## src/rtl/zoom_out.sv

```systemverilog
// Streaming raster downscaler: reduces a WIDTH_IN x HEIGHT_IN 8-bit image by 2^k
// using either top-left decimation or 2^k x 2^k block averaging.
module zoom_out #(
    parameter int   WIDTH_IN  = 160,
    parameter int   HEIGHT_IN = 120,
    localparam int  XW        = $clog2(WIDTH_IN),
    localparam int  YW        = $clog2(HEIGHT_IN)
) (
    input  logic          clk,
    input  logic          reset,
    input  logic          flow_enabled,
    input  logic          algorithm_select,
    input  logic [1:0]    k,
    input  logic          sof,
    input  logic          in_valid,
    input  logic [7:0]    pix_in,
    output logic [7:0]    pix_out,
    output logic [XW-1:0] x_out,
    output logic [YW-1:0] y_out,
    output logic          out_valid,
    output logic          frame_done
);
    localparam int NCOL = WIDTH_IN / 2;
    localparam int CIW  = (NCOL > 1) ? $clog2(NCOL) : 1;
    localparam logic [XW-1:0] X_LAST = XW'(WIDTH_IN - 1);
    localparam logic [YW-1:0] Y_LAST = YW'(HEIGHT_IN - 1);

    typedef enum logic {S_IDLE, S_ACTIVE} state_e;

    state_e        state_q, state_d;
    logic [XW-1:0] xi_q, xi_d;
    logic [YW-1:0] yi_q, yi_d;
    logic [1:0]    k_q, k_d;
    logic          alg_q, alg_d;
    logic [10:0]   h_acc_q, h_acc_d;
    logic [13:0]   col_acc_q [NCOL];
    logic [13:0]   col_acc_d [NCOL];
    logic [7:0]    pix_out_q, pix_out_d;
    logic [XW-1:0] x_out_q, x_out_d;
    logic [YW-1:0] y_out_q, y_out_d;
    logic          out_valid_q, out_valid_d;
    logic          frame_done_q, frame_done_d;

    logic          take;
    logic [1:0]    k_eff;
    logic          alg_eff;
    logic [XW-1:0] x_cur;
    logic [YW-1:0] y_cur;
    logic [31:0]   f_m1, bx, by, lx, ly;
    logic          in_region;
    logic [CIW-1:0] col_idx;
    logic [10:0]   h_sum;
    logic [13:0]   v_sum;

    // A sof beat is pixel (0,0) of a new frame and uses the live k/algorithm inputs.
    always_comb begin
        take      = flow_enabled & in_valid & (sof | (state_q == S_ACTIVE));
        k_eff     = sof ? k : k_q;
        alg_eff   = sof ? algorithm_select : alg_q;
        x_cur     = sof ? '0 : xi_q;
        y_cur     = sof ? '0 : yi_q;
        f_m1      = (32'd1 << k_eff) - 32'd1;
        bx        = 32'(x_cur) >> k_eff;
        by        = 32'(y_cur) >> k_eff;
        lx        = 32'(x_cur) & f_m1;
        ly        = 32'(y_cur) & f_m1;
        in_region = (bx < 32'(WIDTH_IN >> k_eff)) && (by < 32'(HEIGHT_IN >> k_eff));
        col_idx   = (bx < 32'(NCOL)) ? CIW'(bx) : '0;
        h_sum     = ((lx == 32'd0) ? 11'd0 : h_acc_q) + {3'b000, pix_in};
        v_sum     = ((ly == 32'd0) ? 14'd0 : col_acc_q[col_idx]) + {3'b000, h_sum};
    end

    // NOTE: every combinational output is given a default first so no path infers a latch.
    always_comb begin
        state_d      = state_q;
        xi_d         = xi_q;
        yi_d         = yi_q;
        k_d          = k_q;
        alg_d        = alg_q;
        h_acc_d      = h_acc_q;
        col_acc_d    = col_acc_q;
        pix_out_d    = pix_out_q;
        x_out_d      = x_out_q;
        y_out_d      = y_out_q;
        out_valid_d  = 1'b0;
        frame_done_d = 1'b0;

        if (take) begin
            k_d     = k_eff;
            alg_d   = alg_eff;
            h_acc_d = h_sum;

            // Rows with ly = 0 overwrite col_acc, so a resync needs no explicit clear.
            if (alg_eff && (k_eff != 2'd0) && (lx == f_m1) && in_region)
                col_acc_d[col_idx] = v_sum;

            if (in_region) begin
                if ((!alg_eff || (k_eff == 2'd0)) && (lx == 32'd0) && (ly == 32'd0)) begin
                    out_valid_d = 1'b1;
                    pix_out_d   = pix_in;
                    x_out_d     = XW'(bx);
                    y_out_d     = YW'(by);
                end else if (alg_eff && (k_eff != 2'd0) && (lx == f_m1) && (ly == f_m1)) begin
                    out_valid_d = 1'b1;
                    pix_out_d   = 8'(v_sum >> {k_eff, 1'b0});
                    x_out_d     = XW'(bx);
                    y_out_d     = YW'(by);
                end
            end

            state_d = S_ACTIVE;
            if ((x_cur == X_LAST) && (y_cur == Y_LAST)) begin
                xi_d         = '0;
                yi_d         = '0;
                state_d      = S_IDLE;
                frame_done_d = 1'b1;
            end else if (x_cur == X_LAST) begin
                xi_d = '0;
                yi_d = y_cur + YW'(1);
            end else begin
                xi_d = x_cur + XW'(1);
                yi_d = y_cur;
            end
        end
    end

    // NOTE: sequential state uses non-blocking assignments so all flops update together.
    always_ff @(posedge clk or negedge reset) begin
        if (!reset) begin
            state_q      <= S_IDLE;
            xi_q         <= '0;
            yi_q         <= '0;
            k_q          <= '0;
            alg_q        <= 1'b0;
            h_acc_q      <= '0;
            pix_out_q    <= '0;
            x_out_q      <= '0;
            y_out_q      <= '0;
            out_valid_q  <= 1'b0;
            frame_done_q <= 1'b0;
            // NOTE: col_acc is a small flop array, so it is reset like any other state.
            for (int i = 0; i < NCOL; i++) col_acc_q[i] <= '0;
        end else begin
            state_q      <= state_d;
            xi_q         <= xi_d;
            yi_q         <= yi_d;
            k_q          <= k_d;
            alg_q        <= alg_d;
            h_acc_q      <= h_acc_d;
            pix_out_q    <= pix_out_d;
            x_out_q      <= x_out_d;
            y_out_q      <= y_out_d;
            out_valid_q  <= out_valid_d;
            frame_done_q <= frame_done_d;
            col_acc_q    <= col_acc_d;
        end
    end

    assign pix_out    = pix_out_q;
    assign x_out      = x_out_q;
    assign y_out      = y_out_q;
    assign out_valid  = out_valid_q;
    assign frame_done = frame_done_q;
endmodule

```

## config.mk

```make
export PLATFORM = sky130hd
export DESIGN_NAME = zoom_out
export DESIGN_NICKNAME = d
export VERILOG_FILES = /design/src/rtl/zoom_out.sv
export SDC_FILE = /design/constraint.sdc
export NUM_CORES = 2
export LEC_CHECK = 0
export CORE_ASPECT_RATIO = 0.5
export CORE_MARGIN = 2
export CORE_UTILIZATION = 57
export CTS_CLUSTER_SIZE = 14
export DETAILED_ROUTE_END_ITERATION = 10
export PLACE_DENSITY_LB_ADDON = 0.12
export RECOVER_POWER = 50
export SLEW_MARGIN = 10
export SYNTH_ARGS = -nofsm -noshare
export SYNTH_HDL_FRONTEND = slang
export SYNTH_SLANG_ARGS = --single-unit
```

## constraint.sdc

```tcl
create_clock -name clk -period 5.8 [get_ports clk]
set_clock_uncertainty 0.05 [all_clocks]
set_input_delay 0.87 -clock clk [delete_from_list [all_inputs] [get_ports clk]]
set_output_delay 0.87 -clock clk [all_outputs]
set_load 0.05 [all_outputs]
```

# Yosys cells after proc, flatten, opt, wreduce, memory -nomap -nowiden
# Index checks and enable logic that the tools add are counted.
# word_totals
regBits,1175
in_bits,16
output_inout_bits,25
elab_cells,165
# op_classes
add_sub_neg,5
order_cmp,5
eq_ne,4
n_shift,6
mux,30
n_bitwise,6
reduce_logical,18
# op_table
cell,n
1120-bit bitwise mux,1
14-bit binary-select mux with 7-bit select,1
14-bit demux with 7-bit select,1
32-bit == test,2
32-bit zero test,2
32-bit < comparator,2
14-bit 2-to-1 mux,4
8-bit 2-to-1 mux,7
7-bit 2-to-1 mux,6
7-bit by 32-bit bitwise AND with 32-bit output,1
8-bit by 32-bit bitwise AND with 32-bit output,1
"32-bit by 7-bit < comparator with 1-bit output, second input constant",1
"1-bit by 2-bit << shifter with 32-bit output, first input constant",1
7-bit by 2-bit right shift with 32-bit output,1
"7-bit by 2-bit right shift with 32-bit output, first input constant",1
8-bit by 2-bit right shift with 32-bit output,1
"8-bit by 2-bit right shift with 32-bit output, first input constant",1
"32-bit by 1-bit subtractor with 32-bit output, second input constant",1
14-bit by 11-bit adder with 14-bit output,1
14-bit by 3-bit right shift with 8-bit output,1
11-bit by 8-bit adder with 11-bit output,1
11-bit 2-to-1 mux,1
1-bit logical AND,9
"8-bit by 1-bit adder with 8-bit output, second input constant",1
16 further kinds,25

# Logic depth before layout (Yosys ltp)
# depth
depth_word,13
depth_mapped,33
depth_no_buf,30

# Least setup slack after synthesis
# No wires, ideal clock.
# synth_timing
path_type,in2reg
start,input port sof
end,"register pix_out_q[3], in the netlist pix_out[3]"
setup_time_ps,66
t_arrival_ps,6385
required_time_ps,5684
slack_ps,-701
stages,32
path_buffers,4
cell_sequence,clkbuf_1 buf_2 a21oi_1 inv_1 nand2_1 inv_1 ha_1 inv_1 a222oi_1 a21oi_1 clkbuf_1 and2_1 ha_1 inv_1 fa_1 inv_1 a21oi_1 o21bai_1 a21oi_1 o21bai_1 a21o_1 a21o_1 xnor2_1 ha_1 nand3_1 nor3_1 o31a_1 or2_2 clkbuf_1 mux4_2 o211ai_1 o21a_1
# synth_between
elab_cells_between_ends,45
cone_classes,3 x add/sub; 3 x order compare; 2 x eq/ne; 6 x shift; 12 x mux; 5 x bitwise; 14 x reduce/logical
# synth_rtl
element,line,source
"start, declared",14,"input logic sof,"
2-bit 2-to-1 mux,58,k_eff = sof ? k : k_q;
1-bit by 2-bit << shifter with 32-bit output,62,f_m1 = (32'd1 << k_eff) - 32'd1;
32-bit by 1-bit subtractor with 32-bit output,62,
8-bit by 32-bit bitwise AND with 32-bit output (*),65,lx = 32'(x_cur) & f_m1;
32-bit zero test (*),69,"h_sum = ((lx == 32'd0) ? 11'd0 : h_acc_q) + {3'b000, pix_in};"
11-bit 2-to-1 mux (*),69,
11-bit by 8-bit adder with 11-bit output (*),69,
net h_sum[8],52,logic [10:0] h_sum;
14-bit by 11-bit adder with 14-bit output (*),70,"v_sum = ((ly == 32'd0) ? 14'd0 : col_acc_q[col_idx]) + {3'b000, h_sum};"
14-bit by 3-bit right shift with 8-bit output (*),105,"pix_out_d = 8'(v_sum >> {k_eff, 1'b0});"
8-bit 2-to-1 mux (*),103,end else if (alg_eff && (k_eff != 2'd0) && (lx == f_m1) && (ly == f_m1)) begin
8-bit 2-to-1 mux (*),98,if ((!alg_eff || (k_eff == 2'd0)) && (lx == 32'd0) && (ly == 32'd0)) begin
"end signal, assigned",150,pix_out_q <= pix_out_d;
"end, declared",38,"logic [7:0] pix_out_q, pix_out_d;"
# The timed path passes the listed nets; every way through them passes the cells marked *. The select of a mux whose other input is x is not followed.
# A chain may end at the register's enable or synchronous reset.

# Final worst setup path
# layout_timing
start,register k_q[0]
end,register col_acc_q[726] (netlist bit)
# layout_between
elab_chain_len,11
elab_cells_between_ends,36
cone_classes,3 x add/sub; 5 x order compare; 1 x eq/ne; 5 x shift; 10 x mux; 3 x bitwise; 9 x reduce/logical
# layout_lines
element,line,source
"start, declared",33,"logic [1:0] k_q, k_d;"
"start signal, assigned",147,k_q <= k_d;
2-bit 2-to-1 mux (*),58,
8-bit by 2-bit right shift with 32-bit output,63,bx = 32'(x_cur) >> k_eff;
32-bit by 7-bit < comparator with 1-bit output,68,col_idx = (bx < 32'(NCOL)) ? CIW'(bx) : '0;
7-bit 2-to-1 mux,68,
7-bit NOT with 8-bit output (not written as such),"70, 95",
14-bit binary-select mux with 7-bit select,70,
14-bit 2-to-1 mux (not written as such) (2 in a row),70,
14-bit 2-to-1 mux,70,
14-bit by 11-bit adder with 14-bit output,70,
1120-bit bitwise mux,95,col_acc_d[col_idx] = v_sum;
"end signal, assigned",155,col_acc_q <= col_acc_d;
"end, declared",36,logic [13:0] col_acc_q [NCOL];
# Every way passes the cells marked *; elsewhere a longest branch is shown, timed or not. The select of a mux whose other input is x is not followed.

==> results_dict.tcl <==
set metrics [dict create \
    synth.top_cell.area_share_pct 57.1 \
    max_freq_mhz 157 \
    dp_hpwl_um 128000 \
    max_slew_margin_pct -104 \
    syn-cell-area_sq_um 51500 \
    setup_ws_ps -553 \
    synth_ff_type "dfrtp_1" \
    vias_per_cell 6.53 \
    synth.net_count 5496 \
    place.gp.congestion 1.02 \
    drive_gt1_share_pct 21.4 \
    ys_warn_count 0 \
    synth.avg_cell_area_sq_um 9.45 \
    start_util_pct 57.9 \
    cpMostUsedCell "buf_4" \
    r2r_end "col_acc_q[726]" \
    fin_util_pct 71.2 \
    clockBufferDepth 3 \
    synthArstFlopShare_pct 100 \
    hold_depth 2 \
    rows 77 \
    grt_pass1_wl_um 288000 \
    drtIter0Drc 6062 \
    power_leakage_nw 28.7 \
    fin_crit_ps 6350 \
    synth_area_leaders "dfrtp_1 (57%), nand2_1 (9.2%), o21ai_0 (9.0%), o22ai_1 (4.7%), clkbuf_1 (2.5%)" \
    final.fill_count 6687 \
    synth_top_family_by_area "compound AO/OA/AOI/OAI gates" \
    cts_tree "done" \
    place_area_sq_um 57500 \
    drt_wl_total_um 192000 \
    overflow 0 \
    area_growth_pct 23.1 \
    max_cap_viol_count 9 \
    grt_start_max_net_pins 147 \
    yosysUniqueCellTypes 89 \
    globalRouteTotalUtil_pct 41.5 \
    cts_root_buffer "clkbuf_16" \
    setup_viol 594 \
    ctsHoldBuffers 0 \
    power_density_nw_per_um2 308 \
    outcome "finished with violations" \
    post_drt_wl_per_cell_um 26.9 \
    vias 46700 \
    remaining_drc_errors 0 \
    io_pins 41 \
    violations "capacitance limit, slew limit, setup timing" \
    final_nets 5944 \
    synthSimpleGateAreaFrac_pct 13.5 \
    synthMostInstantiatedCell "nand2_1" \
    start_kind "flip-flop" \
    cp-end-kind "flip-flop" \
    synth_compound_area_share_pct 21.0 \
    dp_slack_ps -1930 \
    h-tree-depth 3 \
    max_stage_delay_ps 700 \
    die_x_um 429 \
    synth_edf_count 0 \
    cts.sinks 1175 \
    hp-start "h_acc_q[4]" \
    holdPathEnd "h_acc_q[4]" \
    synthMuxAreaShare_pct 2.95 \
    dr.pass1.iters 6 \
    dieArea_sq_um 92800 \
    rsz0062_at_grt "true" \
    insertion_delay_ps 740 \
    cts_made_buffers 102 \
    hold_viol_final 0 \
    syn_inst 5447 \
    ir_worst_vdd_uv 248 \
    critPathRequiredTime_ps 6360 \
    fin_crit_sh_pct 110 \
    clk_pin_slew_ps 70 \
    synthTopCellsByCount "nand2_1 (1256), dfrtp_1 (1175), o21ai_0 (925)" \
    stdcell_count 7151 \
    r2r_slack_ps -550 \
    yosys.area.top_type "dfrtp_1" \
    hold_ws_ps 421 \
    r2r_cells 31 \
    critical-path-top-delay-family "buffers and inverters" \
    synth_xor_area_share_pct 0.406 \
    yosysSeqAreaShare_pct 57.1 \
    criticalPathCategory "reg2reg" \
    r2r-start "k_q[0]" \
    crit_buf_inv 14 \
    slowest_stage "a2111oi_4" \
    worst_pin_slew_ps 3060 \
    critPathArrivalTime_ps 6920 \
    chipHeight_um 216 \
    hold_class "reg2reg" \
    fin_area_sq_um 63300 \
    coreArea_sq_um 88900 \
    antenna_found_initial 8 \
    first_global_vias 44800 \
    dp_cells 6879 \
    maxSlewViolCount 909 \
    critPathMaxFanout 14 \
    ys_seq_elements 1175 \
    drt.antenna.violating_nets 0 \
    synth-adder-area-share_pct 0.832 \
    io_buffer_count 40 \
]
[kinds of logic after synthesis]
family	after synthesis
adder cells (fa/ha/maj)	33
buffers and inverters	513
AND/OR/NAND/NOR	1704
XOR/XNOR	20
AO/OA/AOI/OAI	1867
multiplexers	135
flip-flops	1175
[state kept, by name, indices dropped and copies added, names as in the netlist]
register    cells
alg_q           1
col_acc_q    1120
frame_done      1
h_acc_q        11
k_q             2
out_valid       1
pix_out         8
state_q         1
x_out           8
xi_q            8
y_out           7
yi_q            7
[worst register-to-register path: cells and delay by family, from the launching register on]
kind | cells | cell delay [ps]
buf+inv | 14 | 2200
compound gates | 12 | 2190
xor+xnor | 2 | 550
simple gates | 2 | 490
flops | 1 | 460
fa+ha+maj | 1 | 310
[routing by layer]
layer / part of all wire, % / global-route usage, % / vias to the layer above
li1: - / - / 20200
met5: 0.085 / 0 / -
met1: 41 / 59.6 / 23300
met4: 3.6 / 12.6 / 10
met3: 15 / 16.3 / 493
met2: 41 / 58.0 / 2730
[how the worst max path moves through the flow]
stage	to	cells after the start	slack, ps	startpoint
after detailed placement	col_acc_q[1062]	28	-1930	sof
after global placement	col_acc_q[1034]	28	-1830	sof
after floorplan	pix_out[4]	31	-130	sof
after global routing	col_acc_q[824]	31	-620	k_q[0]
final	col_acc_q[726]	31	-550	k_q[0]
after CTS	col_acc_q[698]	30	-320	k_q[0]
[stage by stage]
stage	TNS (ps)	power, mW
floorplan	-240	10.3
global placement	-1303190	12.5
detailed placement	-1376250	12.5
CTS	-77570	19.2
global route	-217470	19.9
finish	-178200	19.5
[power by group]
group / internal (mW) / switching [mW] / total (mW)
clock network: 3.51 / 3.17 / 6.68
registers: 8.30 / 0.0859 / 8.38
logic: 1.55 / 2.86 / 4.41
[layout by cell type, fill, tap and decap left out, types with 26 or more instances in the layout]
master | Yosys | layout
clkbuf_1 | 340 | 29
inv_1 | 33 | 27
nand3_1 | 101 | 98
mux2i_1 | 32 | 30
clkbuf_16 | 0 | 109
o21ai_2 | 1 | 102
nor2_1 | 168 | 161
nor4_1 | 42 | 31
buf_6 | 10 | 41
o21ai_1 | 186 | 132
o22ai_1 | 383 | 378
o22a_1 | 26 | 26
nor3_1 | 48 | 43
mux2_2 | 99 | 99
o221ai_1 | 40 | 39
nand2_1 | 1256 | 1247
clkdlybuf4s50_1 | 0 | 37
buf_4 | 4 | 613
a21oi_1 | 86 | 72
a22oi_1 | 28 | 27
buf_12 | 0 | 76
dfrtp_1 | 1175 | 1173
o21ai_0 | 925 | 875
[area by class of cell]
type / instances / area [sq um] / area share, %
antenna: 9 / 22.5 / 0.0356
tap: 1185 / 1480 / 2.34
clock inverter: 26 / 224 / 0.354
sequential: 1175 / 29400 / 46.4
timing repair buffer: 822 / 7910 / 12.5
inverter: 35 / 134 / 0.211
clock buffer: 140 / 2890 / 4.56
multi-input combinational: 3759 / 21200 / 33.6
[what timing repair did]
item,CTS,global route
endpoints found under the setup margin,968,681
resized for setup,268,100
setup buffers,53,25
pin swaps,81,67
hold endpoints to repair,0,0
cloned,18,4
(Power assumes the default switching activity.)
